`src/rtl/imem_loader_if.sv`:
```
// Byte-stream load request and instruction-RAM write bus of the instruction-memory loader.
// The master side issues requests and bytes; the loader sits on the slave side.
interface imem_loader_if;
    logic        start;
    logic [15:0] word_count;
    logic [7:0]  byte_in;
    logic        byte_valid;
    logic        byte_ready;
    logic [15:0] mem_addr;
    logic [15:0] mem_data;
    logic        mem_wren;
    logic        cpu_hold;
    logic        busy;
    logic        done;
    logic [15:0] checksum;
    logic        error;

    modport master (
        output start, word_count, byte_in, byte_valid,
        input  byte_ready, mem_addr, mem_data, mem_wren, cpu_hold, busy, done, checksum, error
    );

    modport slave (
        input  start, word_count, byte_in, byte_valid,
        output byte_ready, mem_addr, mem_data, mem_wren, cpu_hold, busy, done, checksum, error
    );
endinterface

```
`src/rtl/imem_loader.sv`:
```
// Assembles big-endian byte pairs into 16-bit words and writes them to instruction RAM.
// Define IMEM_LOADER_TIMEOUT_EN to abort a stalled load after TIMEOUT_CYCLES idle cycles.
module imem_loader #(
    parameter logic [15:0] BASE_ADDR      = 16'h0000,
    parameter int unsigned TIMEOUT_CYCLES = 1024
) (
    input logic          clk,
    input logic          reset,
    imem_loader_if.slave bus
);

    typedef enum logic [2:0] {StIdle, StHi, StLo, StWrite, StDone} state_e;

    state_e      state_q, state_d;
    logic [15:0] count_q, count_d;
    logic [15:0] index_q, index_d;
    logic [15:0] addr_q, addr_d;
    logic [15:0] data_q, data_d;
    logic [15:0] sum_q, sum_d;
    logic [7:0]  hi_q, hi_d;
    logic [16:0] index_inc;
    logic        byte_acc;
    logic        timeout;

    if (TIMEOUT_CYCLES == 0) begin : g_bad_timeout
        $error("imem_loader: TIMEOUT_CYCLES must be nonzero");
    end

    assign byte_acc  = bus.byte_valid && ((state_q == StHi) || (state_q == StLo));
    // One extra bit so a count of 16'hFFFF still compares correctly.
    assign index_inc = {1'b0, index_q} + 17'd1;

    always_comb begin
        state_d = state_q;
        count_d = count_q;
        index_d = index_q;
        addr_d  = addr_q;
        data_d  = data_q;
        sum_d   = sum_q;
        hi_d    = hi_q;
        unique case (state_q)
            StIdle: begin
                if (bus.start) begin
                    count_d = bus.word_count;
                    index_d = '0;
                    sum_d   = '0;
                    state_d = (bus.word_count == 16'h0000) ? StDone : StHi;
                end
            end
            StHi: begin
                if (byte_acc) begin
                    hi_d    = bus.byte_in;
                    state_d = StLo;
                end else if (timeout) begin
                    state_d = StIdle;
                end
            end
            StLo: begin
                // Address and data are captured here so they are stable through WRITE and after.
                if (byte_acc) begin
                    data_d  = {hi_q, bus.byte_in};
                    addr_d  = BASE_ADDR + index_q;
                    state_d = StWrite;
                end else if (timeout) begin
                    state_d = StIdle;
                end
            end
            StWrite: begin
                sum_d   = sum_q + data_q;
                index_d = index_inc[15:0];
                state_d = (index_inc == {1'b0, count_q}) ? StDone : StHi;
            end
            StDone: begin
                state_d = StIdle;
            end
            default: begin
                state_d = StIdle;
            end
        endcase
    end

    always_ff @(posedge clk) begin
        if (reset) begin
            state_q <= StIdle;
            count_q <= '0;
            index_q <= '0;
            addr_q  <= '0;
            data_q  <= '0;
            sum_q   <= '0;
            hi_q    <= '0;
        end else begin
            state_q <= state_d;
            count_q <= count_d;
            index_q <= index_d;
            addr_q  <= addr_d;
            data_q  <= data_d;
            sum_q   <= sum_d;
            hi_q    <= hi_d;
        end
    end

`ifdef IMEM_LOADER_TIMEOUT_EN
    localparam int unsigned IdleW = $clog2(TIMEOUT_CYCLES + 1);

    logic [IdleW-1:0] idle_q, idle_d;
    logic             error_q, error_d;

    always_comb begin
        idle_d  = idle_q;
        error_d = error_q;
        timeout = 1'b0;
        if (((state_q == StHi) || (state_q == StLo)) && !bus.byte_valid) begin
            if (idle_q == IdleW'(TIMEOUT_CYCLES - 1)) begin
                timeout = 1'b1;
                idle_d  = '0;
                error_d = 1'b1;
            end else begin
                idle_d = idle_q + IdleW'(1);
            end
        end else begin
            idle_d = '0;
        end
        if ((state_q == StIdle) && bus.start) begin
            error_d = 1'b0;
        end
    end

    always_ff @(posedge clk) begin
        if (reset) begin
            idle_q  <= '0;
            error_q <= 1'b0;
        end else begin
            idle_q  <= idle_d;
            error_q <= error_d;
        end
    end

    assign bus.error = error_q;
`else
    assign timeout   = 1'b0;
    assign bus.error = 1'b0;
`endif

    assign bus.byte_ready = (state_q == StHi) || (state_q == StLo);
    assign bus.mem_wren   = (state_q == StWrite);
    assign bus.busy       = (state_q != StIdle);
    assign bus.cpu_hold   = (state_q != StIdle);
    assign bus.done       = (state_q == StDone);
    assign bus.mem_addr   = addr_q;
    assign bus.mem_data   = data_q;
    assign bus.checksum   = sum_q;

endmodule
```
`src/flat_wrapper.sv`:
```
// flat-port wrapper written by rule: the top's interface ports become plain ports
module imem_loader_flat 
#(
    parameter logic [15:0] BASE_ADDR      = 16'h0000,
    parameter int unsigned TIMEOUT_CYCLES = 1024
)
  (clk, reset, bus_start, bus_word_count, bus_byte_in, bus_byte_valid, bus_byte_ready, bus_mem_addr, bus_mem_data, bus_mem_wren, bus_cpu_hold, bus_busy, bus_done, bus_checksum, bus_error);
  imem_loader_if bus_i ();
  input logic clk;
  input logic reset;
  input wire logic [$bits(bus_i.start)-1:0] bus_start;
  input wire logic [$bits(bus_i.word_count)-1:0] bus_word_count;
  input wire logic [$bits(bus_i.byte_in)-1:0] bus_byte_in;
  input wire logic [$bits(bus_i.byte_valid)-1:0] bus_byte_valid;
  output wire logic [$bits(bus_i.byte_ready)-1:0] bus_byte_ready;
  output wire logic [$bits(bus_i.mem_addr)-1:0] bus_mem_addr;
  output wire logic [$bits(bus_i.mem_data)-1:0] bus_mem_data;
  output wire logic [$bits(bus_i.mem_wren)-1:0] bus_mem_wren;
  output wire logic [$bits(bus_i.cpu_hold)-1:0] bus_cpu_hold;
  output wire logic [$bits(bus_i.busy)-1:0] bus_busy;
  output wire logic [$bits(bus_i.done)-1:0] bus_done;
  output wire logic [$bits(bus_i.checksum)-1:0] bus_checksum;
  output wire logic [$bits(bus_i.error)-1:0] bus_error;
  assign bus_i.start = bus_start;
  assign bus_i.word_count = bus_word_count;
  assign bus_i.byte_in = bus_byte_in;
  assign bus_i.byte_valid = bus_byte_valid;
  assign bus_byte_ready = bus_i.byte_ready;
  assign bus_mem_addr = bus_i.mem_addr;
  assign bus_mem_data = bus_i.mem_data;
  assign bus_mem_wren = bus_i.mem_wren;
  assign bus_cpu_hold = bus_i.cpu_hold;
  assign bus_busy = bus_i.busy;
  assign bus_done = bus_i.done;
  assign bus_checksum = bus_i.checksum;
  assign bus_error = bus_i.error;
  imem_loader #(.BASE_ADDR(BASE_ADDR), .TIMEOUT_CYCLES(TIMEOUT_CYCLES)) u_core (.clk(clk), .reset(reset), .bus(bus_i));
endmodule
```
`config.mk`:
```
export PLATFORM = sky130hd
export DESIGN_NAME = imem_loader_flat
export DESIGN_NICKNAME = d
export VERILOG_FILES = /design/src/rtl/imem_loader_if.sv /design/src/rtl/imem_loader.sv /design/src/flat_wrapper.sv
export SDC_FILE = /design/constraint.sdc
export NUM_CORES = 1
export LEC_CHECK = 0
export ABC_AREA = 1
export BUFFER_PORTS_ARGS = -buffer_cell sky130_fd_sc_hd__buf_2
export CAP_MARGIN = 10
export CORE_UTILIZATION = 50
export CTS_BUF_LIST = sky130_fd_sc_hd__clkbuf_16
export DETAILED_ROUTE_END_ITERATION = 7
export GPL_ROUTABILITY_DRIVEN = 0
export PLACE_DENSITY = 0.71
export SYNTH_ARGS = -nofsm -noshare
export SYNTH_HDL_FRONTEND = slang
export SYNTH_SLANG_ARGS = --single-unit
export TNS_END_PERCENT = 10
```
`constraint.sdc`:
```
create_clock -name clk -period 2.2 [get_ports clk]
set_input_delay 0.11 -clock clk [delete_from_list [all_inputs] [get_ports clk]]
set_output_delay 0.11 -clock clk [all_outputs]
set_load 0.05 [all_outputs]
```
# == Word level (Yosys, flattened, before mapping) ==
# Cells that the tools add are included.
# op_classes
n_eq_ne,8
n_reduce_logical,11
mux,9
add_sub_neg,2
# op_table
op,n
16-bit case mux with 2 select lines,2
16-bit by 1-bit adder with 17-bit output (second input constant),1
17-bit by 16-bit == test with 1-bit output,1
16-bit adder,1
16-bit zero test,1
16-bit two-way mux,1
3-bit two-way mux,5
3-bit case mux with 4 select lines,1
2-bit AND reduction,4
3-bit by 2-bit == test with 1-bit output (second input constant),2
2-bit by 1-bit != test with 1-bit output (second input constant),2
3-bit by 1-bit == test with 1-bit output (second input constant),1
3-bit == test (second input constant),1
3-bit zero test,1
3-bit AND reduction,1
3-bit nonzero test,1
2-bit != test (second input constant),1
2-bit nonzero test,1
1-bit logical AND,1
1-bit logical OR,1
# word_totals
regBits,91
elab_cells,37

# == Logic depth before layout (Yosys ltp) ==
# Gate-level depths: netlist (run 1).
# depth
depth_word,5
ltp_mapped,17
mapped_depth_nobuf,17

# == Least setup slack after synthesis (run 1) ==
# Ideal clock, no wire load.
# synth_timing
kind,register to register
start,"register u_core.data_q[0], in the netlist u_core.bus.mem_data[0]"
end,"register u_core.sum_q[12], in the netlist u_core.bus.checksum[12]"
path_buffers,0
arrival_ns,2.078
t_required_ns,2.068
slack_ns,-0.010
path_stages_with_launch,12
cell_sequence,dfxtp_1 ha_1 fa_1 a21oi_1 o21ai_1 inv_1 o21ai_1 a21oi_1 o21ai_0 nand2_1 nand3_1 a21oi_1
# synth_via
elab_chain_cells,2
# synth_lines
item,line_no,text
from (decl),imem_loader.sv:18,"logic [15:0] data_q, data_d;"
from (signal assigned),imem_loader.sv:96,data_q <= data_d;
16-bit adder,imem_loader.sv:69,sum_d = sum_q + data_q;
16-bit case mux with 2 select lines,imem_loader.sv:41,unique case (state_q)
to (signal assigned),imem_loader.sv:97,sum_q <= sum_d;
to (decl),imem_loader.sv:19,"logic [15:0] sum_q, sum_d;"
# Every way passes these cells.
# A chain may end at the register's enable or synchronous reset.

# == Worst setup path in the final report (run 1) ==
# layout_timing
start,register u_core.index_q[0]
end,register u_core.state_q[0]
# layout_via
elab_chain_cells,4
# layout_lines
item,line_no,text
from (decl),imem_loader.sv:16,"logic [15:0] index_q, index_d;"
from (signal assigned),imem_loader.sv:94,index_q <= index_d;
16-bit by 1-bit adder with 17-bit output,imem_loader.sv:31,"assign index_inc = {1'b0, index_q} + 17'd1;"
17-bit by 16-bit == test with 1-bit output,imem_loader.sv:71,"state_d = (index_inc == {1'b0, count_q}) ? StDone : StHi;"
3-bit two-way mux,imem_loader.sv:71,
3-bit case mux with 4 select lines,imem_loader.sv:41,
to (signal assigned),imem_loader.sv:84,state_q <= StIdle;
to (signal assigned),imem_loader.sv:92,state_q <= state_d;
to (decl),imem_loader.sv:14,"state_e state_q, state_d;"
# Every way passes these cells.

==> flow_metrics.py, run 1 <==
metrics = {
    "placed_design": {
        "portBuffers": 80,
        "hpwl_mm": 8.57,
        "dp.cells": 860,
    },
    "global_route": {
        "grt_use_total": 0.248,
        "grt_pass1_wl_mm": 19.4,
        "antenna_found_initial": 0,
        "grt_pass1_vias": 4406,
        "grt-ovfl-total": 0,
        "grt_max_degree": 40,
    },
    "routing": {
        "wl_met2_mm": 5.88,
        "final_antenna_net_count": 0,
        "vias": 4659,
        "initialDrtViolationCount": 178,
        "routed_wl_mm": 11.7,
        "dr.pass1.iters": 5,
        "wire_per_inst_um": 13.3,
        "maxUsedRoutingLayer": "met4",
        "wl_met3_um": 456,
        "viasPerCell": 5.32,
        "drc": 0,
        "drt-met1-wl_mm": 5.06,
    },
    "clock_tree": {
        "cts_htree_levels": 3,
        "clk_path_buf_depth": 2,
        "cts.sinks": 91,
        "cts_made_buffers": 9,
        "clk-insertion-delay-late_ns": 0.34,
        "clk_pin_slew_ns": 0.06,
        "cts_root_buf": "clkbuf_16",
        "cts_tree": "done",
    },
    "power_and_ir_drop": {
        "power_density_nw_per_um2": 686,
        "peakVddDrop_v": 0.000402,
        "p_leak_nw": 2.46,
    },
    "final_layout": {
        "nNetsFinal": 808,
        "final_core_util": 0.620,
        "finalNonFillerCells": 876,
        "layout_commonest_cell": "nand2_1",
        "fill_cells": 845,
        "num_antenna_cells": 0,
        "multi_input_area_sq_um": 2430,
        "regArea_sq_um": 1830,
        "synthToLayoutAreaGrowth_pct": 17.7,
        "final_cell_mix": "131 x nand2_1, 102 x a21oi_1, 93 x inv_1",
        "drive_gt1_frac": 0.180,
    },
    "yosys": {
        "synth_top_area_frac": 0.389,
        "synth_seq_area_share": 0.389,
        "ys_warn_count": 0,
        "yosysUniqueCellTypes": 38,
        "avgSynthCellArea_sq_um": 6.83,
        "synth_area_leaders": "dfxtp_1 39%, a21oi_1 11%, nand2_1 10%, o21ai_0 7.7%, inv_1 7.1%",
        "synth_area_sq_um": 4690,
        "synth_top_area_cell": "dfxtp_1",
        "syn_nets": 731,
        "ys_ff_latch": 91,
        "synthCells": 686,
    },
    "critical_path": {
        "required_ns": 2.40,
        "critical_path_class": "reg2reg",
        "start_kind": "flop",
        "regToRegStartpoint": "u_core.index_q[0]$_SDFFE_PP0P_",
        "cp-end-kind": "flop",
        "crit_start": "u_core.index_q[0]$_SDFFE_PP0P_",
        "path_max_fanout": 7,
        "arrival_ns": 2.24,
    },
    "timing": {
        "slew_headroom": 0.584,
        "fmax_mhz": 491,
        "hold_viol": 0,
        "tns_ns": 0,
        "setup_viol": 0,
        "worstMarginPinSlew_ns": 0.624,
        "fin_crit_sh": 0.925,
        "period_needed_ns": 2.04,
        "slew_viol_final": 0,
        "rsz0062_at_grt": "false",
        "skew_ns": 0.00625,
    },
    "run_status": {
        "status": "finished, final reports clean",
    },
    "die": {
        "die_area_sq_um": 9770,
        "chipWidth_um": 98.8,
        "start_util": 0.527,
        "io_pins": 82,
        "placementRows": 34,
        "die_h_um": 98.8,
        "core_sq_um": 8890,
    },
    "hold_path": {
        "hp-class": "in2reg",
        "hp-start": "bus_byte_in[1]",
    },
    "job": {
        "cap_violations": 0,
    },
}
==> power by group <==
| group | switching (mW) | internal (mW) |
|---|---|---|
| Combinational | 0.435 | 0.170 |
| Sequential | 0.0502 | 1.73 |
| Clock | 0.641 | 0.754 |
| Total | 1.13 | 2.66 |
==> through the flow <==
stage	hold slack (ns)	setup WS (ns)	total power [mW]	area (sq um)
6_report	0.0278	0.164	3.78	5520
5_1_grt	0.0199	0.0105	3.96	5520
4_1_cts	0.0215	0.0294	3.81	5500
3_5_place_dp	0.374	0.0778	2.42	5230
3_3_place_gp	0.379	0.171	2.41	5230
2_1_floorplan	0.245	0.107	2.25	4690
==> cell type report <==
class                      count  area share
tap                          108      0.0245
sequential                    91       0.331
clock buffer                   9      0.0408
timing repair buffer          93      0.0925
multi-input combinational    476       0.441
inverter                      92      0.0626
clock inverter                 7     0.00726
==> per-layer routing <==
metal / up-vias / global-route usage
li1: 2416 / -
met1: 2097 / 0.287
met2: 121 / 0.443
met3: 25 / 0.0440
met4: 0 / 0.115
met5: - / 0
==> critical path, cell delays in order (launching register included) <==
cell and delay (ns):
dfxtp_1 0.36, buf_4 0.17, nand3_1 0.15, nor2_2 0.23, nand4_1 0.20, nand2_1 0.11, nand2_1 0.05, nand2_1 0.07
nand2_1 0.05, nor2_1 0.15, nand3_2 0.13, nand2_1 0.08, nand2_1 0.05, nand2_1 0.06, a21oi_1 0.06
==> path summary, 6_finish.rpt <==
check,end,slack [ns],depth (start not counted)
setup / recovery,u_core.state_q[0]$_SDFFE_PP0P_,0.16,14
hold / removal,u_core.hi_q[1]$_SDFFE_PP0P_,0.03,3
setup reg to reg,u_core.state_q[0]$_SDFFE_PP0P_,0.16,14
hold reg to reg,u_core.bus.mem_addr[15]$_SDFFE_PP0P_,0.45,2
==> cells in the mapped netlist <==
master / n
buf_2: 1
a31oi_1: 2
o21ai_0: 72
nand3_2: 1
xor2_1: 3
nand2_1: 131
xnor2_1: 1
clkinv_1: 1
o211ai_1: 1
nand2_4: 1
nor3_2: 1
a211oi_1: 1
a21o_1: 2
nor2_2: 5
o22ai_2: 1
or2_2: 4
o22ai_1: 1
conb_1: 1
ha_1: 16
a21boi_0: 1
nor2_1: 44
inv_2: 2
or2_0: 1
a31o_2: 1
inv_1: 89
a21oi_1: 104
nor4_1: 4
dfxtp_1: 91
o21ai_1: 4
clkbuf_1: 24
nand4_1: 9
nor2_4: 2
nand3_1: 53
nand2_2: 5
o21bai_1: 2
nand3b_1: 1
buf_4: 2
fa_1: 1
==> cell families after synthesis <==
| logic type | after synthesis | share of synthesized area |
|---|---|---|
| AND/OR/NAND/NOR | 262 | 0.247 |
| AO/OA/AOI/OAI | 192 | 0.212 |
| buffers and inverters | 119 | 0.0971 |
| flip-flops | 91 | 0.389 |
| adder cells (fa/ha/maj) | 17 | 0.0470 |
| XOR/XNOR | 4 | 0.00747 |
| other | 1 | 0.000800 |
==> sequential cells by signal (all words and copies together) (netlist names) <==
signal and flops:
u_core.state_q 3, u_core.bus.checksum 16, u_core.bus.mem_data 16, u_core.bus.mem_addr 16, u_core.count_q 16, u_core.hi_q 8, u_core.index_q 16
==> what timing repair did <==
item,in CTS,in global routing
resized for setup,0,7
hold buffers,0,0
setup buffers,0,0
hold endpoints to repair,0,0
endpoints found under the setup margin,0,6
No activity file was read; power rests on OpenSTA's default activity.
==> inputs of run 2 (changes only) <==
--- a/config.mk
+++ b/config.mk
@@ -5,14 +5,13 @@
 export SDC_FILE = /design/constraint.sdc
 export NUM_CORES = 1
 export LEC_CHECK = 0
-export ABC_AREA = 1
 export BUFFER_PORTS_ARGS = -buffer_cell sky130_fd_sc_hd__buf_2
 export CAP_MARGIN = 10
 export CORE_UTILIZATION = 50
 export CTS_BUF_LIST = sky130_fd_sc_hd__clkbuf_16
 export DETAILED_ROUTE_END_ITERATION = 7
 export GPL_ROUTABILITY_DRIVEN = 0
-export PLACE_DENSITY = 0.71
+export PLACE_DENSITY = 0.72
 export SYNTH_ARGS = -nofsm -noshare
 export SYNTH_HDL_FRONTEND = slang
 export SYNTH_SLANG_ARGS = --single-unit
==> flow_metrics.py, run 2 <==
metrics = {
    "final_layout": {
        "layout_commonest_cell": "nand2_1",
        "regArea_sq_um": 1870,
        "final_cell_mix": "146 x nand2_1, 88 x a21oi_1, 79 x buf_2",
        "synthToLayoutAreaGrowth_pct": 23.1,
        "num_antenna_cells": 0,
        "final_core_util": 0.642,
        "finalNonFillerCells": 796,
        "nNetsFinal": 728,
        "multi_input_area_sq_um": 2720,
        "drive_gt1_frac": 0.251,
        "fill_cells": 788,
    },
    "global_route": {
        "grt_pass1_wl_mm": 20.3,
        "grt_max_degree": 40,
        "grt-ovfl-total": 0,
        "grt_use_total": 0.264,
        "antenna_found_initial": 0,
        "grt_pass1_vias": 4251,
    },
    "timing": {
        "slew_viol_final": 0,
        "slew_headroom": 0.558,
        "hold_viol": 0,
        "fin_ws_ns": -0.0494,
        "skew_ns": 0.00631,
        "worstMarginPinSlew_ns": 0.663,
        "rsz0062_at_grt": "true",
        "period_needed_ns": 2.25,
        "fmax_mhz": 445,
        "setup_viol": 4,
        "fin_crit_sh": 1.02,
    },
    "clock_tree": {
        "cts_root_buf": "clkbuf_16",
        "cts.sinks": 91,
        "cts_tree": "done",
        "cts_made_buffers": 9,
        "clk_path_buf_depth": 2,
        "cts_htree_levels": 3,
        "clk_pin_slew_ns": 0.06,
        "cts_hold_buf": 0,
        "clk-insertion-delay-late_ns": 0.34,
    },
    "die": {
        "core_sq_um": 8850,
        "placementRows": 34,
        "die_h_um": 98.1,
        "die_area_sq_um": 9620,
        "start_util": 0.522,
        "io_pins": 82,
        "chipWidth_um": 98.1,
    },
    "power_and_ir_drop": {
        "power_density_nw_per_um2": 608,
        "p_leak_nw": 2.36,
        "peakVddDrop_v": 0.000317,
        "power_mw": 3.45,
    },
    "routing": {
        "routed_wl_mm": 12.2,
        "vias": 4453,
        "wire_per_inst_um": 15.3,
        "dr.pass1.iters": 7,
        "drc": 4,
        "final_antenna_net_count": 0,
        "initialDrtViolationCount": 191,
        "viasPerCell": 5.59,
    },
    "yosys": {
        "ys_warn_count": 0,
        "synth_edf_count": 0,
        "synth_top_area_frac": 0.395,
        "ys_ff_latch": 91,
        "yosysMostFrequentCell": "nand2_1",
        "synth_seq_area_share": 0.395,
        "synth_area_sq_um": 4620,
        "avgSynthCellArea_sq_um": 7.77,
        "synthCells": 594,
        "yosysUniqueCellTypes": 56,
        "synth_area_leaders": "dfxtp_1 39%, nand2_1 12%, a21oi_1 9.7%, ha_1 4.3%, xnor2_1 4.2%",
        "synth_top_area_cell": "dfxtp_1",
        "synthTopCellsByCount": "146 x nand2_1, 91 x dfxtp_1, 89 x a21oi_1, 40 x nor2_1, 27 x clkbuf_1",
        "syn_nets": 639,
        "async_flop_share": 0,
        "yosys_most_used_dff": "dfxtp_1",
    },
    "placed_design": {
        "hpwl_mm": 8.87,
        "portBuffers": 80,
        "dp.cells": 778,
    },
    "critical_path": {
        "cp-end-kind": "flop",
        "required_ns": 2.42,
        "critical_path_class": "reg2reg",
        "arrival_ns": 2.47,
        "start_kind": "flop",
        "path_max_fanout": 3,
    },
    "hold_path": {
        "hp-class": "in2reg",
    },
    "run_status": {
        "status": "complete, but fails checks",
        "violations": "DRC, setup timing",
    },
    "job": {
        "cap_violations": 0,
    },
}
==> run 2: changes by cell type in the layout (fill, tap and decap cells not counted), moves of 7 or more <==
cell,before,now
xnor2_1,1,22
nand3_1,52,8
a22oi_1,0,7
dfxtp_1,88,73
o21ai_0,72,21
nand2_1,131,146
xor2_1,3,12
buf_4,12,36
inv_1,93,7
a21oi_1,102,88
dfxtp_4,0,12
==> run 2: cells by family (layout without fill, tap and decap cells) <==
group	Yosys count	count (layout)	synth area share
compound gates	156	156	0.202
xor+xnor	35	35	0.0680
fa+ha+maj	17	17	0.0477
buf+inv	42	136	0.0404
flops	91	91	0.395
mux	3	3	0.00678
other cells	1	1	0.000812
simple gates	249	249	0.240
==> run 2: what timing repair did <==
item,CTS,global route
cloned,0,0
setup endpoints to repair,7,8
buffers inserted,1,1
gates resized for setup,11,3
pin swaps,3,4
==> run 2: final timing paths <==
kind,from,endpoint,slack (ns),depth (start not counted)
setup / recovery,u_core.bus.mem_data[0]$_SDFFE_PP0P_,u_core.bus.checksum[14]$_SDFFE_PP0P_,-0.05,9
hold reg to reg,u_core.bus.mem_addr[6]$_SDFFE_PP0P_,u_core.bus.mem_addr[6]$_SDFFE_PP0P_,0.45,2
setup reg to reg,u_core.bus.mem_data[0]$_SDFFE_PP0P_,u_core.bus.checksum[14]$_SDFFE_PP0P_,-0.05,9
hold / removal,bus_byte_in[3],u_core.bus.mem_data[3]$_SDFFE_PP0P_,0.01,3
==> run 2: final cells by class <==
| type | count | area share |
|---|---|---|
| clock buffers | 9 | 0.0396 |
| clock inverters | 7 | 0.00705 |
| inverters | 4 | 0.00264 |
| multi-input cells | 461 | 0.479 |
| flip-flops and latches | 91 | 0.330 |
| well taps | 108 | 0.0238 |
| repair buffers | 116 | 0.118 |
==> run 2: per-stage QoR <==
stage	TNS (ns)	area, sq um	worst slack (ns)	hold slack [ns]
final	-0.132	5680	-0.0494	0.0103
after global routing	-0.554	5680	-0.210	0.0195
after CTS	-0.0792	5660	-0.0446	0.00201
after detailed placement	-0.227	5360	-0.0799	0.364
after global placement	-0.0653	5360	-0.0609	0.362
after floorplan	-0.0225	4730	-0.0133	0.236
==> run 2: critical path: stages, from the launching register on <==
cell and delay (ns):
dfxtp_4 0.35, ha_4 0.16, fa_2 0.34, a21o_1 0.21, a221oi_4 0.35, o21a_1 0.18, nor2_1 0.08, a221oi_2 0.23
xor2_1 0.15, o21ai_0 0.08
==> run 2: where the power goes <==
part	total, mW	leakage [nW]	switching [mW]	internal [mW]
clock network	1.38	0.135	0.631	0.753
registers	1.70	0.749	0.0337	1.67
logic	0.365	1.47	0.246	0.119
total	3.45	2.36	0.910	2.54
==> run 2: metal layers <==
metal	GRT usage	routed length [um]	up-vias
met5	0	0	-
met4	0.107	201	0
met3	0.0372	662	15
met2	0.445	5840	133
met1	0.340	5470	2080
li1	-	-	2225
